===== config.mk =====
export PLATFORM = sky130hd
export DESIGN_NAME = mux2_share_arbiter
export DESIGN_NICKNAME = d
export VERILOG_FILES = /design/src/rtl/arb_pkg.sv /design/src/rtl/rr_pick2.sv /design/src/rtl/mux2_share_arbiter.sv
export SDC_FILE = /design/constraint.sdc
export NUM_CORES = 1
export LEC_CHECK = 0
export CORE_AREA = 2 2 39 41
export CTS_CLUSTER_SIZE = 12
export DETAILED_ROUTE_END_ITERATION = 7
export DIE_AREA = 0 0 41 43
export DONT_BUFFER_PORTS = 1
export PLACE_DENSITY = 0.62
export SKIP_LAST_GASP = 1
export SLEW_MARGIN = 40
export SYNTH_ARGS = -nofsm -noshare
export SYNTH_HDL_FRONTEND = slang
export SYNTH_SLANG_ARGS = --single-unit

===== constraint.sdc =====
create_clock -name clk -period 3.4 [get_ports clk]
set_input_delay 0.68 -clock clk [delete_from_list [all_inputs] [get_ports clk]]
set_output_delay 0.68 -clock clk [all_outputs]
set_load 0.05 [all_outputs]

===== src/rtl/arb_pkg.sv =====
// rtl/arb_pkg.sv - shared state and owner encodings for the two-requester arbiter
package arb_pkg;

  typedef enum logic {
    ST_IDLE = 1'b0,
    ST_BUSY = 1'b1
  } arb_state_t;

  // Owner values double as the external mux select: 0 steers A, 1 steers B.
  localparam logic OWN_A = 1'b0;
  localparam logic OWN_B = 1'b1;

endpackage


===== src/rtl/rr_pick2.sv =====
// rtl/rr_pick2.sv - combinational round-robin pick between two level requests
import arb_pkg::*;

module rr_pick2 (
  input  logic ReqA,
  input  logic ReqB,
  input  logic Last,
  output logic Valid,
  output logic Owner
);

  assign Valid = ReqA | ReqB;
  // On a tie the requester that did not own the last grant wins.
  assign Owner = (ReqA & ReqB) ? ~Last : (ReqB ? OWN_B : OWN_A);

endmodule


===== src/rtl/mux2_share_arbiter.sv =====
// rtl/mux2_share_arbiter.sv - round-robin time-share of one resource between A and B
import arb_pkg::*;

module mux2_share_arbiter #(
  parameter int LAT = 3,
  parameter int CW  = 4
) (
  input  logic clk,
  input  logic rst,
  input  logic ReqA,
  input  logic ReqB,
  output logic Sel,
  output logic GntA,
  output logic GntB,
  output logic MemEn,
  output logic DoneA,
  output logic DoneB,
  output logic Busy
);

  localparam logic [CW-1:0] CNT_LOAD = CW'(LAT - 1);
  localparam logic [CW-1:0] CNT_ONE  = CW'(1);

  arb_state_t    r_state;
  logic [CW-1:0] r_cnt;
  logic          r_last;
  logic          r_sel;
  logic          r_gnt_a;
  logic          r_gnt_b;
  logic          r_mem_en;
  logic          r_done_a;
  logic          r_done_b;
  logic          r_busy;

  arb_state_t    w_state_nxt;
  logic [CW-1:0] w_cnt_nxt;
  logic          w_last_nxt;
  logic          w_sel_nxt;
  logic          w_gnt_a_nxt;
  logic          w_gnt_b_nxt;
  logic          w_mem_en_nxt;
  logic          w_done_a_nxt;
  logic          w_done_b_nxt;
  logic          w_busy_nxt;
  logic          w_valid;
  logic          w_owner;

  rr_pick2 u_pick (
    .ReqA  (ReqA),
    .ReqB  (ReqB),
    .Last  (r_last),
    .Valid (w_valid),
    .Owner (w_owner)
  );

  always_comb begin
    w_state_nxt  = r_state;
    w_cnt_nxt    = r_cnt;
    w_last_nxt   = r_last;
    w_sel_nxt    = r_sel;
    w_gnt_a_nxt  = r_gnt_a;
    w_gnt_b_nxt  = r_gnt_b;
    w_mem_en_nxt = r_mem_en;
    w_done_a_nxt = r_done_a;
    w_done_b_nxt = r_done_b;
    w_busy_nxt   = r_busy;
    case (r_state)
      ST_IDLE: begin
        if (w_valid) begin
          w_state_nxt  = ST_BUSY;
          w_cnt_nxt    = CNT_LOAD;
          w_sel_nxt    = w_owner;
          w_gnt_a_nxt  = (w_owner == OWN_A);
          w_gnt_b_nxt  = (w_owner == OWN_B);
          w_mem_en_nxt = 1'b1;
          w_busy_nxt   = 1'b1;
          // A one-cycle window finishes in the same cycle it starts.
          w_done_a_nxt = (LAT == 1) && (w_owner == OWN_A);
          w_done_b_nxt = (LAT == 1) && (w_owner == OWN_B);
        end
      end
      ST_BUSY: begin
        if (r_cnt != '0) begin
          w_cnt_nxt    = r_cnt - CNT_ONE;
          w_done_a_nxt = r_gnt_a && (r_cnt == CNT_ONE);
          w_done_b_nxt = r_gnt_b && (r_cnt == CNT_ONE);
        end else begin
          w_state_nxt  = ST_IDLE;
          w_last_nxt   = r_sel;
          w_gnt_a_nxt  = 1'b0;
          w_gnt_b_nxt  = 1'b0;
          w_mem_en_nxt = 1'b0;
          w_done_a_nxt = 1'b0;
          w_done_b_nxt = 1'b0;
          w_busy_nxt   = 1'b0;
        end
      end
      default: w_state_nxt = ST_IDLE;
    endcase
  end

  always_ff @(posedge clk or posedge rst) begin
    if (rst) begin
      r_state  <= ST_IDLE;
      r_cnt    <= '0;
      r_last   <= 1'b1;
      r_sel    <= OWN_A;
      r_gnt_a  <= 1'b0;
      r_gnt_b  <= 1'b0;
      r_mem_en <= 1'b0;
      r_done_a <= 1'b0;
      r_done_b <= 1'b0;
      r_busy   <= 1'b0;
    end else begin
      r_state  <= w_state_nxt;
      r_cnt    <= w_cnt_nxt;
      r_last   <= w_last_nxt;
      r_sel    <= w_sel_nxt;
      r_gnt_a  <= w_gnt_a_nxt;
      r_gnt_b  <= w_gnt_b_nxt;
      r_mem_en <= w_mem_en_nxt;
      r_done_a <= w_done_a_nxt;
      r_done_b <= w_done_b_nxt;
      r_busy   <= w_busy_nxt;
    end
  end

  assign Sel   = r_sel;
  assign GntA  = r_gnt_a;
  assign GntB  = r_gnt_b;
  assign MemEn = r_mem_en;
  assign DoneA = r_done_a;
  assign DoneB = r_done_b;
  assign Busy  = r_busy;

endmodule


==> impl_metrics.ini, run 1 <==
[status]
status = finished, final reports clean

[worst_setup_path]
crit_start = Busy
crit_path_max_fanout = 3
r2r.worst_path.cells = 4
cp_data_arrival_time_ns = 0.95
r2r_slack_ns = 1.82
endpoint_kind = output pin
critPathRequiredTime_ns = 2.72
path_class = reg2out
start_kind = flip-flop
r2r_start = r_cnt[0]
worstReg2RegEnd = r_last

[timing]
setup-tns-final_ns = 0
grt_setup_unrepaired = no
post-route-period-util = 0.479
finalSetupViolations = 0
period_needed_ns = 1.63
relSlewSlack = 0.654
fmax_mhz = 614
tightestPinTransition_ns = 0.519
hold_viol_final = 0
drv_slew = 0
skew_ns = 0.00415
whs_ns = 0.290

[synth]
yosys_warnings = 0
yosysTopAreaCell = dfrtp_1
yosys-top-cells-count = dfrtp_1 (11), a22o_1 (4), inv_1 (4), o21ai_0 (4)
synthFlopType = dfrtp_1
synth_nets = 61
synth_top_area_share = 0.459
synth.yosys.seq_area_share = 0.503
synth.cell_area_um2 = 599
synth.distinct_cells = 28
synth_seq_cells = 12
avgSynthCellArea_um2 = 11.1
synth_edf_count = 0
ys_top_cells_by_area = dfrtp_1 (46%), ha_1 (6.3%), a22o_1 (5.8%)
syn_inst = 54
async_flop_share = 1.00
synth.most_common_cell = dfrtp_1

[global_routing]
antenna_found_initial = 0
overflow = 0
grt_use_total = 0.157
grt_pass1_vias = 414
grt_max_degree = 13
grt_pass1_wl_um = 1810

[routing]
dr.pass1.iters = 4
drt_iter0_drc = 6
drtAntennaViolNets = 0
drc = 0
vias = 406
vias_per_cell = 5.72
wirelength_um = 996
wl_per_cell_um = 14.0

[run]
max_cap_violations = 0

[final_layout]
stdcell_count = 71
antenna_cells = 0
fin_nets = 63
ff_latch_area_um2 = 303
synthToLayoutAreaGrowth_pct = 5.01
multi_input_area_um2 = 265
drive_gt1_frac = 0.164
num-fill-cells = 130

[placed_design]
io_buffers = 0
place_congestion = 0.746
hpwlAfterDp_um = 736
dp_cells = 67

[die]
die_area_um2 = 1760
io_pins = 11
coreArea_um2 = 1380
rows = 14
start_util = 0.433
die_h_um = 43
die-width_um = 41

[power]
powerDensity_nw_per_um2 = 1100
irDropWorstVdd_mv = 0.538
p_leak_nw = 0.277

[cts]
root_buffer = clkbuf_4
clock_latency_ns = 0.27
cts.reportedPaths.clkPinSlew_ns = 0.07
htreeDepth = 1
cts_setup_buffers = 0
cts.path.max_buffers = 2
cts_resized = 0
clock_sinks = 12
cts_tree = built
numCtsBuffers = 3
cts_hold_buf = 0

[min_path]
hold_class = in2async
metal layers:
layer / wire (µm) / track usage
met3: 34 / 0.0419
met2: 496 / 0.206
met4: 9 / 0.100
met1: 456 / 0.221
met5: 0 / 0
worst max-delay path by stage:
stage	end	slack, ns	cells past startpoint
global route	r_last	1.68	4
finish	Busy	1.77	0
detailed placement	MemEn	1.81	0
floorplan	MemEn	1.82	1
CTS	MemEn	1.52	0
global placement	Busy	1.81	0
state kept, by name, summed over array words and instances, names as in the netlist:
register and flops:
r_state 1, r_last 1, GntB 1, r_cnt 4, Sel 1, DoneA 1
Busy 1, DoneB 1, GntA 1
stage by stage:
step / setup WS, ns / util / power, W / area (µm²)
floorplan: 1.82 / - / 0.000572 / 599
global route: 1.68 / 0.455 / 0.000750 / 629
detailed placement: 1.81 / 0.435 / 0.000608 / 602
global placement: 1.81 / 0.435 / 0.000602 / 602
finish: 1.77 / 0.455 / 0.000692 / 629
CTS: 1.52 / 0.454 / 0.000697 / 628
cell type report:
| type | instances | share of cell area |
|---|---|---|
| inverter | 4 | 0.0239 |
| multi-input combinational | 35 | 0.421 |
| sequential | 12 | 0.481 |
| tap | 16 | 0.0318 |
| clock buffer | 4 | 0.0417 |
logic make-up (layout without fill, tap and decap cells):
logic type               count (synthesis)  in the layout  share of synthesized area
XOR/XNOR                                 1              1                     0.0146
multiplexers                             1              1                     0.0188
AND/OR/NAND/NOR                         14             14                      0.171
flip-flops                              12             12                      0.503
AO/OA/AOI/OAI                           16             16                      0.175
buffers and inverters                    7              8                     0.0543
adder cells (fa/ha/maj)                  3              3                     0.0626
power by group:
part           internal, W  total (W)  switching [W]
sequential        0.000209   0.000402       0.000193
clock            0.0000454  0.0000897      0.0000443
combinational     0.000109   0.000200      0.0000912
cells in the final DEF (no fill, tap or decap), types with 2 or more instances in the layout:
| cell | n |
|---|---|
| nand2_1 | 2 |
| nand2b_1 | 2 |
| inv_1 | 4 |
| ha_1 | 3 |
| a22o_1 | 4 |
| o21ai_0 | 4 |
| dfrtp_1 | 10 |
| clkbuf_4 | 3 |
| a21oi_1 | 3 |
Power figures use the tool's default switching activity.
==> run 2: changes to the inputs <==
- PLACE_DENSITY: 0.62 -> 0.64
- clock period: 3.4 -> 1.3 ns (I/O delays scaled with it)
==> run 2 against run 1 <==
The run now ends with negative setup slack left. Highest routed layer unchanged. Worst setup slack got worse by 1.8 ns. Clock skew decreased by 0.0035 ns. Clock power increased to 3.3 times the previous value. Global-route usage increased by 1.7 points. Combinational power increased to 6.4 times the previous value. Critical path type is now reg2reg. First-iteration DRC count increased by 50%. Count of clock-buffer cells in the layout unchanged.
==> impl_metrics.ini, run 2 (synthesis results as in run 1) <==
[power]
p_seq_frac = 0.346
irDropWorstVdd_mv = 1.40
switching_power_w = 0.00104
powerDensity_nw_per_um2 = 2960
swShare = 0.432
p_leak_nw = 0.365
clkPwrFrac = 0.124
internal-power_w = 0.00136
combinationalPowerShare = 0.529

[cts]
cts.reportedPaths.clkPinSlew_ns = 0.08
clock_sinks = 12
numCtsBuffers = 3
cts_tree = built
htreeDepth = 1
root_buffer = clkbuf_4
cts_setup_buffers = 0
clock_latency_ns = 0.27
cts.path.max_buffers = 2

[worst_setup_path]
start_kind = flip-flop
cp_data_arrival_time_ns = 1.57
critPathRequiredTime_ns = 1.51
crit_start = r_cnt[1]
r2r_slack_ns = -0.06
worstReg2RegEnd = r_cnt[3]
endpoint = r_cnt[3]
r2r_start = r_cnt[1]
r2r.worst_path.cells = 4
path_class = reg2reg
crit_path_max_fanout = 2
endpoint_kind = flip-flop

[global_routing]
overflow = 0
grt_pass1_vias = 469
antenna_found_initial = 0
grt_max_degree = 13
grt_use_total = 0.174
grt_pass1_wl_um = 2060

[routing]
wl_per_cell_um = 14.6
wirelength_um = 1240
vias_per_cell = 5.44
dr.pass1.iters = 4
drtAntennaViolNets = 0
drt_iter0_drc = 9
vias = 462
drc = 0

[timing]
skew_ns = 0.000675
fin_ws_ns = -0.0568
post-route-period-util = 1.04
period_needed_ns = 1.36
drv_slew = 0
grt_setup_unrepaired = yes
hold_viol_final = 0
tightestPinTransition_ns = 0.511
setup-tns-final_ns = -0.0568
fmax_mhz = 737
finalSetupViolations = 1
relSlewSlack = 0.659

[final_layout]
num-fill-cells = 112
antenna_cells = 0
synthToLayoutAreaGrowth_pct = 35.5
max_flop_register = r_cnt
mostFrequentLayoutCell = buf_4
largest_reg_flops = 4
fin_nets = 77
stdcell_count = 85
utilization = 0.587
final_cell_mix = buf_4 (12), dfrtp_1 (10), a22o_1 (4)
drive_gt1_frac = 0.406
final_area_um2 = 812

[placed_design]
place_congestion = 0.699
hpwlAfterDp_um = 885
place_area_um2 = 724
post-place-ws_ns = -0.0656
io_buffers = 0
dp_cells = 80

[status]
violations = negative setup slack
status = finished, violations left

[die]
die-width_um = 41
die_h_um = 43
die_area_um2 = 1760
io_pins = 11
rows = 14
start_util = 0.433
coreArea_um2 = 1380

[run]
max_cap_violations = 0

[min_path]
hold_class = in2reg
[run 2: final cells by class]
| class | count | area, µm² | area share |
|---|---|---|---|
| inverter | 4 | 15.0 | 0.0185 |
| multi-input combinational | 35 | 318 | 0.391 |
| clock buffer | 4 | 36.3 | 0.0447 |
| timing repair buffer | 14 | 120 | 0.148 |
| tap | 16 | 20.0 | 0.0247 |
| sequential | 12 | 303 | 0.373 |
[run 2: metrics by stage]
stage,hold slack [ns],total power (W)
finish,0.174,0.00240
detailed placement,0.182,0.00197
global placement,0.179,0.00194
CTS,0.190,0.00232
global route,0.206,0.00256
floorplan,0.124,0.00153
[run 2: worst min path at each step]
stage / from / to / slack, ns / cells after the start
after global placement: rst / r_cnt[2] / 0.18 / 1
after floorplan: rst / Busy / 0.12 / 1
after detailed placement: rst / DoneA / 0.18 / 1
after global routing: ReqA / Busy / 0.21 / 2
final: ReqA / Busy / 0.17 / 2
after CTS: ReqA / Busy / 0.19 / 2
[run 2: critical path, stage by stage (launching register included)]
cell and delay, ns:
dfrtp_1 0.38, buf_4 0.13, or4_1 0.54, o21ai_2 0.13, a22o_1 0.12
[run 2: routing by layer]
layer | GRT usage | routed length [µm] | up-vias
li1 | - | - | 220
met1 | 0.239 | 562 | 224
met2 | 0.247 | 603 | 14
met4 | 0.0800 | 17 | 0
met5 | 0 | 0 | -
met3 | 0.0471 | 59 | 4
[run 2: power groups by stage]
stage	combinational (W)	clock, W	sequential (W)
2_1_floorplan	0.000615	0	0.000910
3_3_place_gp	0.00113	0	0.000815
3_5_place_dp	0.00114	0	0.000824
4_1_cts	0.00119	0.000298	0.000826
5_1_grt	0.00138	0.000320	0.000862
6_report	0.00127	0.000298	0.000831
[run 2: timing repair]
| item | in CTS | in global routing |
|---|---|---|
| pin swaps | 0 | 0 |
| resized for setup | 2 | 6 |
| setup endpoints to repair | 6 | 10 |
| gates cloned | 0 | 0 |
| hold endpoints to repair | 11 | 0 |
| hold buffers | 1 | 0 |
==> run 3: changes to the inputs <==
- PLACE_DENSITY: 0.64 -> 0.62
- clock period: 1.3 -> 1.7 ns (I/O delays scaled with it)
==> run 3 against run 2 <==
Die area unchanged. Non-clock buffer count decreased by 12. Clock power is 41% lower. Count of clock-buffer cells in the layout is the same. The flow now finishes without violations. Routed wire length decreased by 17%. Global-route usage fell by 2.6 points. Utilization is 12 points lower. Largest power group is now registers. Cell area decreased by 20%. First-iteration DRC count shrank 22%. Worst hold slack better by 0.089 ns. Critical path depth stayed put. Sequential share of layout area increased by 9.4 points.
==> impl_metrics.ini, run 3 (synthesis results as in run 1) <==
[global_routing]
grt_max_degree = 13
grt_use_met1 = 0.206
antenna_found_initial = 0
overflow = 0
grt_use_total = 0.148
grt_busiest_layer = met2
met3_usage = 0.0157
met2_usage = 0.209
grt_pass1_wl_um = 1720
grt_pass1_vias = 403

[cts]
clock_latency_ns = 0.26
htreeDepth = 1
cts_hold_buf = 1
clock_sinks = 12
cts.reportedPaths.clkPinSlew_ns = 0.07
cts.path.max_buffers = 2
root_buffer = clkbuf_4
cts_resized = 0
cts_tree = built
numCtsBuffers = 3
cts_setup_buffers = 0

[timing]
post-route-period-util = 0.932
setup-tns-final_ns = 0
fin_ws_ns = 0.115
period_needed_ns = 1.58
grt_setup_unrepaired = no
hold_viol_final = 0
fmax_mhz = 631
skew_ns = 0.00690
tightestPinTransition_ns = 0.512
relSlewSlack = 0.659
drv_slew = 0
finalSetupViolations = 0

[placed_design]
post-place-ws_ns = 0.123
io_buffers = 0
place_congestion = 0.706
place_area_um2 = 609

[worst_setup_path]
endpoint_kind = flip-flop
r2r.worst_path.cells = 4
start_kind = flip-flop
crit_path_max_fanout = 7
path_class = reg2reg
critPathRequiredTime_ns = 1.89
cp_data_arrival_time_ns = 1.77

[final_layout]
final_area_um2 = 646
num-fill-cells = 134
fin_nets = 65
antenna_cells = 0
drive_gt1_frac = 0.158
multi_input_area_um2 = 265
synthToLayoutAreaGrowth_pct = 7.72
largest_reg_flops = 4
mostFrequentLayoutCell = dfrtp_1
max_flop_register = r_cnt
ff_latch_area_um2 = 302
final_cell_mix = dfrtp_1 (11), o21ai_0 (4), a22o_1 (4), inv_1 (4)

[routing]
wl_per_cell_um = 14.1
drt_iter0_drc = 7
vias = 400
drc = 0
drtAntennaViolNets = 0
vias_per_cell = 5.48
wirelength_um = 1030
dr.pass1.iters = 4

[power]
irDropWorstVdd_mv = 0.944
powerDensity_nw_per_um2 = 2180
p_leak_nw = 0.287

[die]
die_h_um = 43
coreArea_um2 = 1380
rows = 14
die-width_um = 41
start_util = 0.433
die_area_um2 = 1760
io_pins = 11

[min_path]
hold_class = in2reg
whs_path_depth = 2

[status]
status = finished, final reports clean

[run]
max_cap_violations = 0
run 3: cell count changes in the layout (fill, tap and decap cells not counted), sizes merged:
cell  before  now
buf       13    1
run 3: routing by layer:
metal | part of all wire | up-vias
met5 | 0 | -
li1 | - | 201
met2 | 0.52 | 6
met3 | 0.027 | 2
met4 | 0.0078 | 0
met1 | 0.44 | 191
run 3: path summary, 6_finish.rpt:
path | from | to | slack (ns)
setup reg to reg | r_cnt[0] | r_last | 0.12
min in group asynchronous | rst | DoneA | 0.52
hold reg to reg | r_cnt[1] | r_cnt[1] | 0.61
setup / recovery | r_cnt[0] | r_last | 0.12
hold / removal | ReqA | Busy | 0.26
max in group asynchronous | rst | r_last | 0.84
run 3: through the flow:
stage / std cells / hold slack (ns) / util / power, W
3_3_place_gp: 68 / 0.255 / 0.440 / 0.00122
3_5_place_dp: 68 / 0.259 / 0.440 / 0.00123
2_1_floorplan: 54 / 0.204 / - / 0.00114
6_report: 73 / 0.263 / 0.467 / 0.00140
4_1_cts: 73 / 0.260 / 0.467 / 0.00142
5_1_grt: 73 / 0.298 / 0.467 / 0.00150
run 3: cell type report:
class                   instances  area share
well taps                      16      0.0310
inverters                       4      0.0233
flip-flops and latches         12       0.467
multi-input cells              35       0.411
repair buffers                  2      0.0271
clock buffers                   4      0.0407
run 3: critical path: stages, from the launching register on:
cell and delay [ns]:
dfrtp_1 0.43, inv_1 0.10, ha_1 0.24, nand4bb_1 0.33, mux2_1 0.41
run 3: power breakdown:
part	switching (W)	internal (W)	total [W]
clock	0.0000859	0.0000906	0.000176
sequential	0.000280	0.000418	0.000698
combinational	0.000294	0.000237	0.000530
